<file path="src/rtl/mips_cpu_pc_seq.sv">
// Purpose : program-counter sequencer with one architectural branch-delay slot,
//           stall hold, three target modes, halt-on-jump-to-HALT_ADDR and a
//           sticky misaligned-target flag.
// Latency : a request seen on advance edge n takes effect on the next advance
//           edge (PC = P+4, then T); link_addr is combinational from PC.
// Backpressure: stall (or updatePC low) freezes PC and all state; requests are
//           sampled only on advancing edges, so control must hold them.
// Ports   : clk, RESET (async active-low); HALT, updatePC, stall;
//           jump_r/reg_jump_value, jump_const/PCOffset, jump_imm/jump_index;
//           outputs PC, link_addr, in_delay_slot, active, addr_err.
module mips_cpu_pc_seq #(
  parameter int                WIDTH        = 32,
  parameter logic [WIDTH-1:0]  RESET_VECTOR = WIDTH'(32'hBFC00000),
  parameter logic [WIDTH-1:0]  HALT_ADDR    = '0
) (
  input  logic              clk,
  input  logic              RESET,
  input  logic              HALT,
  input  logic              updatePC,
  input  logic              stall,
  input  logic              jump_r,
  input  logic [WIDTH-1:0]  reg_jump_value,
  input  logic              jump_const,
  input  logic [WIDTH-1:0]  PCOffset,
  input  logic              jump_imm,
  input  logic [25:0]       jump_index,
  output logic [WIDTH-1:0]  PC,
  output logic [WIDTH-1:0]  link_addr,
  output logic              in_delay_slot,
  output logic              active,
  output logic              addr_err
);

  typedef enum logic [1:0] {
    ST_RUN,
    ST_DELAY,
    ST_HALTED
  } state_e;

  state_e           state_q, state_d;
  logic [WIDTH-1:0] pc_q, pc_d;
  logic [WIDTH-1:0] tgt_q, tgt_d;
  logic             err_q, err_d;

  logic             advance;
  logic             req;
  logic [WIDTH-1:0] pc_plus4;
  logic [WIDTH-1:0] tgt_rel;
  logic [WIDTH-1:0] tgt_abs;
  logic [WIDTH-1:0] tgt_sel;
  logic [27:0]      idx_bytes;

  assign pc_plus4  = pc_q + WIDTH'(4);
  assign tgt_rel   = pc_plus4 + PCOffset;
  assign idx_bytes = {jump_index, 2'b00};

  // J-type target keeps the upper bits of the delay-slot address; narrow
  // configurations simply take the low bits of the shifted index.
  generate
    if (WIDTH > 28) begin : g_abs_wide
      assign tgt_abs = {pc_plus4[WIDTH-1:28], idx_bytes};
    end else begin : g_abs_narrow
      assign tgt_abs = idx_bytes[WIDTH-1:0];
    end
  endgenerate

  assign req     = jump_r | jump_const | jump_imm;
  assign advance = updatePC & ~stall & (state_q != ST_HALTED);

  always_comb begin
    tgt_sel = tgt_abs;
    if (jump_r)          tgt_sel = reg_jump_value;
    else if (jump_const) tgt_sel = tgt_rel;
  end

  always_comb begin
    state_d = state_q;
    pc_d    = pc_q;
    tgt_d   = tgt_q;
    err_d   = err_q;

    if (HALT && state_q != ST_HALTED) begin
      // External halt wins over stall, update and any pending target.
      state_d = ST_HALTED;
      pc_d    = HALT_ADDR;
      tgt_d   = '0;
    end else if (advance) begin
      unique case (state_q)
        ST_RUN: begin
          pc_d = pc_plus4;
          if (req) begin
            tgt_d   = tgt_sel;
            state_d = ST_DELAY;
            if (tgt_sel[1:0] != 2'b00) err_d = 1'b1;
          end
        end
        ST_DELAY: begin
          // Requests raised in the delay slot are dropped.
          if (tgt_q[1:0] != 2'b00) begin
            state_d = ST_HALTED;
            pc_d    = HALT_ADDR;
          end else begin
            pc_d    = tgt_q;
            state_d = (tgt_q == HALT_ADDR) ? ST_HALTED : ST_RUN;
          end
        end
        default: begin
          state_d = state_q;
        end
      endcase
    end
  end

  always_ff @(posedge clk or negedge RESET) begin
    if (!RESET) begin
      state_q <= ST_RUN;
      pc_q    <= RESET_VECTOR;
      tgt_q   <= '0;
      err_q   <= 1'b0;
    end else begin
      state_q <= state_d;
      pc_q    <= pc_d;
      tgt_q   <= tgt_d;
      err_q   <= err_d;
    end
  end

  assign PC            = pc_q;
  assign link_addr     = pc_q + WIDTH'(8);
  assign in_delay_slot = (state_q == ST_DELAY);
  assign active        = (state_q != ST_HALTED);
  assign addr_err      = err_q;

endmodule

</file>
<file path="config.mk">
export PLATFORM = sky130hd
export DESIGN_NAME = mips_cpu_pc_seq
export DESIGN_NICKNAME = d
export VERILOG_FILES = /design/src/rtl/mips_cpu_pc_seq.sv
export SDC_FILE = /design/constraint.sdc
export NUM_CORES = 1
export LEC_CHECK = 0
export CORE_ASPECT_RATIO = 1.75
export CORE_MARGIN = 5
export CORE_UTILIZATION = 45
export DETAILED_ROUTE_END_ITERATION = 10
export PLACE_DENSITY = 0.78
export SYNTH_ARGS = -nofsm -noshare
export SYNTH_HDL_FRONTEND = slang
export SYNTH_SLANG_ARGS = --single-unit
</file>
<file path="constraint.sdc">
create_clock -name clk -period 4.25 [get_ports clk]
set_input_delay 0.85 -clock clk [delete_from_list [all_inputs] [get_ports clk]]
set_output_delay 0.85 -clock clk [all_outputs]
set_load 0.005 [all_outputs]
</file>
==> results of run 1 <==
==> cell families (layout without fill, tap and decap cells) <==
family / count (synthesis) / after routing / share of synthesized area
AOI/OAI and AO/OA: 244 / 244 / 0.251
xor gates and xnor gates: 78 / 78 / 0.111
adders and majority gates: 38 / 38 / 0.0784
buffers and inverters: 70 / 251 / 0.0473
DFF: 67 / 67 / 0.274
muxes: 16 / 16 / 0.0262
and+or+nand+nor: 272 / 272 / 0.213
==> flip-flops by register name, indices dropped and copies added, names as in the netlist <==
name,flops
PC,32
tgt_q,32
state_q,2
addr_err,1
==> layout by cell type (no fill, tap or decap), drive strengths merged, types with 9 or more instances in the layout <==
cell type        n
clkdlybuf4s50  162
nand2           98
o21ai           84
nor2            61
a21oi           59
dfrtp           58
buf             55
xnor2           43
ha              37
xor2            35
a22oi           21
nand4           21
nor3            21
a21o            18
inv             17
nand3           17
and3            15
mux2i           15
nor2b           10
clkbuf          10
dfstp            9
a211oi           9
==> synth_stat cells, types with 5 or more instances <==
cell type  number
o21ai_0        80
a32oi_1         7
nor2_1         60
nor4_1          7
dfrtp_1        58
and3_1         15
a21o_1         18
nor2b_1        10
a22o_1          6
nor3_1         20
o21a_1          5
inv_1          17
a21oi_1        58
mux2i_1        15
dfstp_2         9
xnor2_1        43
nand2_1        98
nand3_1        16
a31oi_1         5
xor2_1         35
a221oi_1        5
ha_1           37
a22oi_1        21
a211oi_1        8
clkbuf_1       40
nand4_1        20
==> metrics by stage <==
step,instance area [um2],TNS (ns),util,std cells
after floorplan,6160,0,-,785
after global placement,8170,0,0.608,1120
after detailed placement,8170,0,0.608,1120
after CTS,8510,0,0.633,1136
after global routing,8620,-0.0236,0.641,1140
final,8620,0,0.641,1140
==> layer usage <==
layer,part of all wire,wire length [um]
met5,0,0
met4,0.098,2410
met3,0.053,1310
met2,0.53,13000
met1,0.32,7770
==> power breakdown <==
part           internal, uW  switching [uW]
registers               644            6.45
logic                   169             160
clock network           529             292
total                  1340             458
==> worst paths after layout <==
check,slack (ns),endpoint,depth (start not counted),from
setup / recovery,0.22,tgt_q[27]$_DFFE_PN0P_,18,PC[3]$_DFFE_PN0P_
hold / removal,0.49,addr_err$_DFFE_PN0P_,1,addr_err$_DFFE_PN0P_
setup reg to reg,0.22,tgt_q[27]$_DFFE_PN0P_,18,PC[3]$_DFFE_PN0P_
hold reg to reg,0.49,addr_err$_DFFE_PN0P_,1,addr_err$_DFFE_PN0P_
max in group asynchronous,2.69,tgt_q[2]$_DFFE_PN0P_,2,RESET
min in group asynchronous,0.58,tgt_q[27]$_DFFE_PN0P_,1,RESET
==> cell type report <==
cell class	count	area [um2]	area share
multi-input cells	648	4290	0.498
repair buffers	217	2030	0.235
flip-flops and latches	67	1690	0.196
clock buffers	10	239	0.0277
well taps	174	218	0.0253
clock inverters	6	88.8	0.0103
inverters	18	67.6	0.00784
==> repair_timing <==
action,CTS,global route
setup endpoints to repair,1,7
gates resized for setup,1,16
buffers inserted,0,4
pin swaps,0,4
==> results.toml, run 1 <==
[place]
dp_hpwl_mm = 19.5
place_ws_ns = 0.0151
io_buffers = 164
gp_congestion = 0.931

[clock_network]
h-tree-depth = 3
cts_buffer_depth = 2
cts.clk_slew.worst_paths_ns = 0.06
cts_buffers = 9
cts_tree = "done"
clock_latency_ns = 0.34
clock-sinks = 67
cts_hold_buf = 0
clock-root-buffer = "clkbuf_16"

[cells_and_area]
layout.nets = 1097
diodes = 0
syn_to_final_growth_pct = 39.9
drive_above_1_share = 0.118
fillers = 1236

[hold_path]
min_path_type = "reg -> reg"

[pwr]
vdd_drop_max_uv = 209
leakage_uw = 0.00372
power_uw = 1800
power.density_mw_per_mm2 = 209

[critical_path]
crit_buf_inv = 2
end_kind = "flop"
cp_data_arrival_time_ns = 4.29
critPathRequiredTime_ns = 4.50
crit_fanout = 4
cp_top_family = "simple AND/OR/NAND/NOR gates"
crit_type = "reg -> reg"
crit_chain = "ha_1 -> nand3_1 -> or2_1 -> or3_4 -> nor2_2 -> xor2_2 -> ha_1 -> and2_1 -> a311o_1 -> a21oi_1 -> o21ai_0 -> a31oi_2 -> buf_4 -> buf_4 -> o21ai_0 -> xnor2_1 -> mux2i_1 -> o21ai_0"
crit_slowest_cell = "dfrtp_1"
critPathLaunchType = "flop"
crit_path_frequent_cell = "o21ai_0"
critical_path.max_stage_delay_ns = 0.39

[logic_synthesis]
netlist_area_mm2 = 0.00616
synth-seq-area-share = 0.274
ys.flop_type = "dfrtp_1"
syn_nets = 921
synth_warnings = 0
synth_edf_count = 0
avgSynthCellArea_um2 = 7.85
synth_cell_types = 69
synth_cells = 785
ys_ff_latch = 67
postSynth.asyncResetShare = 1.00
ys_top_cells_by_area = "dfrtp_1 24%, ha_1 7.5%, o21ai_0 6.5%"
yosysTopAreaCellShare = 0.235
yosys.area.top_type = "dfrtp_1"

[route]
via_per_inst = 5.98
drt_iter0_drc = 456
drc = 0
routed-via-count = 6822
wirelength_mm = 24.5
avgRoutedWirePerCell_um = 21.5
firstDrtPassIters = 5
antenna_left = 0

[grt]
use_met1 = 0.284
grtUsageMet3 = 0.0452
grt_start_max_net_pins = 38
busiest_layer = "met2"
grt_usage = 0.295
grt_pass1_wl_mm = 36.9
grt_pass1_vias = 6843
antenna_found_initial = 0
grt_overflow = 0
grt_use_met2 = 0.544

[sta]
finalHoldViolCount = 0
setup-violations-final = 0
post-route-period-util = 0.949
fmax_ghz = 0.248
tightest_slew_ns = 1.10
skew_ns = 0.00688
slew_headroom = 0.269
fin_crit_ns = 4.03
slew_viol_final = 0
timing.final.ws_setup_ns = 0.217
hold_slack_ns = 0.487

[floorplanning]
start_util = 0.458
die_w_um = 98.5
die_area_mm2 = 0.0162
core_mm2 = 0.0135
die_y_um = 165
row_count = 56
ioPinCount = 165

[run]
drv_cap = 0

[outcome]
outcome = "completed"
No activity file was read; power rests on OpenSTA's default activity.
==> inputs of run 2 (changes only) <==
ABC_AREA = 1   (was not set)
CORE_UTILIZATION = 47   (was 45)
PLACE_DENSITY = 0.79   (was 0.78)
REMOVE_ABC_BUFFERS = 1   (was not set)
==> run 2 against run 1 <==
Compared with the run above: area after synthesis is 16% higher; register-to-register slack better by 0.22 ns; setup slack better by 0.12 ns; critical path depth is 8 lower; clock power hardly changed; global-route usage is 0.17 points higher; core utilization is 2.2 points lower; first-iteration DRC count is 15% higher; clock-buffer cell count is 1 lower; sequential power is 69% higher; critical endpoint is now link_addr[27]; largest power group is now combinational cells; highest routed layer unchanged.
==> results.toml, run 2 <==
[cells_and_area]
utilization = 0.619
stdcell_count = 1480
syn_to_final_growth_pct = 29.6
final_cell_mix = "336 x nand2_1, 163 x clkdlybuf4s50_1, 137 x inv_1"
final_common_cell = "nand2_1"
final_cell_area_mm2 = 0.00923
diodes = 0
layout.nets = 1428
drive_above_1_share = 0.0756
fillers = 1482

[critical_path]
cp_data_arrival_time_ns = 3.07
critPathLaunchType = "flop"
reg2reg_slack_ns = 0.44
reg2regPathDepth = 22
crit_slowest_cell = "clkdlybuf4s50_1"
crit_chain = "ha_1 -> inv_1 -> nor2_2 -> inv_1 -> nor2_1 -> nand2_1 -> nor3_2 -> nand2_1 -> xor2_1 -> clkdlybuf4s50_1"
critPathRequiredTime_ns = 3.40
reg2reg_from = "PC[2]$_DFFE_PN0P_"
critical_path.max_stage_delay_ns = 0.52
r2r_end = "tgt_q[31]$_DFFE_PN0P_"
end_kind = "primary output"
crit_fanout = 6
crit_type = "reg -> out"

[place]
placed_area_mm2 = 0.00890
placedCellCount = 1464
dp_hpwl_mm = 22.1
gp_congestion = 1.04
io_buffers = 164

[logic_synthesis]
ys_ff_latch = 67
synth_most_common_cell = "nand2_1"
postSynth.asyncResetShare = 1.00
netlist_area_mm2 = 0.00712
synth-seq-area-share = 0.237
ys.flop_type = "dfrtp_1"
ys_top_cells_by_area = "dfrtp_1 20%, nand2_1 18%, inv_1 7.2%"
synth_warnings = 0
yosys.area.top_type = "dfrtp_1"
synth_cells = 1139
synth_common_cells = "336 x nand2_1, 137 x inv_1, 118 x nor2_1"
avgSynthCellArea_um2 = 6.25
synth_cell_types = 48
yosysTopAreaCellShare = 0.204
synth_edf_count = 0

[sta]
final.setup.tns_ns = 0
fmax_ghz = 0.255
setup-violations-final = 0
slew_viol_final = 0
skew_ns = 0.0117
fin_crit_ns = 3.92
rsz0062_at_grt = "false"
tightest_slew_ns = 0.928
finalHoldViolCount = 0
post-route-period-util = 0.922
slew_headroom = 0.381

[clock_network]
post_cts_buffers = 0
cts_tree = "done"
cts_buffers = 9
clock_latency_ns = 0.35
clock-root-buffer = "clkbuf_16"
cts_hold_buf = 0
h-tree-depth = 3
clock-sinks = 67
cts.clk_slew.worst_paths_ns = 0.06
cts_buffer_depth = 2
cts.repair.resized = 0

[grt]
grt_overflow = 0
antenna_found_initial = 0
grt_pass1_vias = 7968
grt_usage = 0.297
grt_start_max_net_pins = 42
grt_pass1_wl_mm = 40.8

[pwr]
power_uw = 4090
power.density_mw_per_mm2 = 444
vdd_drop_max_uv = 187
leakage_uw = 0.00458

[hold_path]
min_to = "addr_err$_DFFE_PN0P_"
hold_depth = 1
hp-start = "addr_err$_DFFE_PN0P_"
min_path_type = "reg -> reg"

[floorplanning]
row_count = 59
die_y_um = 173
core_mm2 = 0.0149
ioPinCount = 165
die_w_um = 103
start_util = 0.477
die_area_mm2 = 0.0178

[run]
drv_cap = 0

[route]
routed-via-count = 8077
drc = 0
via_per_inst = 5.46
drt_iter0_drc = 523
wirelength_mm = 26.6
antenna_left = 0
firstDrtPassIters = 5
avgRoutedWirePerCell_um = 18.0

[outcome]
outcome = "completed"
run 2: worst max path at each step:
stage,startpoint,endpoint,slack [ns],depth (start not counted)
floorplan,PC[2]$_DFFE_PN0P_,tgt_q[31]$_DFFE_PN0P_,1.26,21
global placement,PC[2]$_DFFE_PN0P_,tgt_q[31]$_DFFE_PN0P_,0.56,21
detailed placement,PC[2]$_DFFE_PN0P_,tgt_q[31]$_DFFE_PN0P_,0.47,21
CTS,PC[4]$_DFFE_PN0P_,link_addr[27],0.36,10
global route,PC[2]$_DFFE_PN0P_,tgt_q[31]$_DFFE_PN0P_,0.13,21
finish,PC[4]$_DFFE_PN0P_,link_addr[27],0.33,10
run 2: worst max-delay path, delay by kind of cell, from the launching register on:
kind,cells,cell delay (ns)
XOR/XNOR,1,0.14
adder cells (fa/ha/maj),1,0.27
buffers and inverters,3,0.70
flip-flops,1,0.48
AND/OR/NAND/NOR,5,1.12
run 2: per-layer routing:
layer  routed length (um)  track usage  up-vias  part of all wire
met5                    0            0        -                 0
met4                 1740        0.174        0             0.065
met3                 1380       0.0250       89             0.052
met2                14000        0.535      349              0.53
met1                 9440        0.325     3661              0.36
li1                     -            -     3978                 -
run 2: layout make-up:
cell class / instances / area (um2) / area share
multi-input combinational: 887 / 4700 / 0.509
timing repair buffer: 174 / 1710 / 0.185
sequential: 67 / 1690 / 0.183
inverter: 153 / 574 / 0.0622
tap: 183 / 229 / 0.0248
clock buffer: 9 / 225 / 0.0244
clock inverter: 7 / 101 / 0.0110
run 2: cells by family (layout without fill, tap and decap cells):
| family | count (synthesis) | count (layout) | share of synthesized area |
|---|---|---|---|
| and+or+nand+nor | 589 | 589 | 0.366 |
| AOI/OAI and AO/OA | 202 | 202 | 0.155 |
| buffers and inverters | 185 | 343 | 0.103 |
| DFF | 67 | 67 | 0.237 |
| xor gates and xnor gates | 57 | 57 | 0.0701 |
| adders and majority gates | 38 | 38 | 0.0678 |
| muxes | 1 | 1 | 0.00141 |
run 2: power breakdown:
group | switching (uW) | total, uW | internal (uW)
Clock | 301 | 819 | 517
Combinational | 1310 | 2170 | 866
Sequential | 243 | 1100 | 860
Total | 1850 | 4090 | 2240
run 2: per-stage QoR:
stage | worst slack, ns | hold WS, ns
global placement | 0.556 | 0.460
CTS | 0.363 | 0.478
detailed placement | 0.468 | 0.459
finish | 0.333 | 0.479
global route | 0.131 | 0.504
floorplan | 1.26 | 0.451
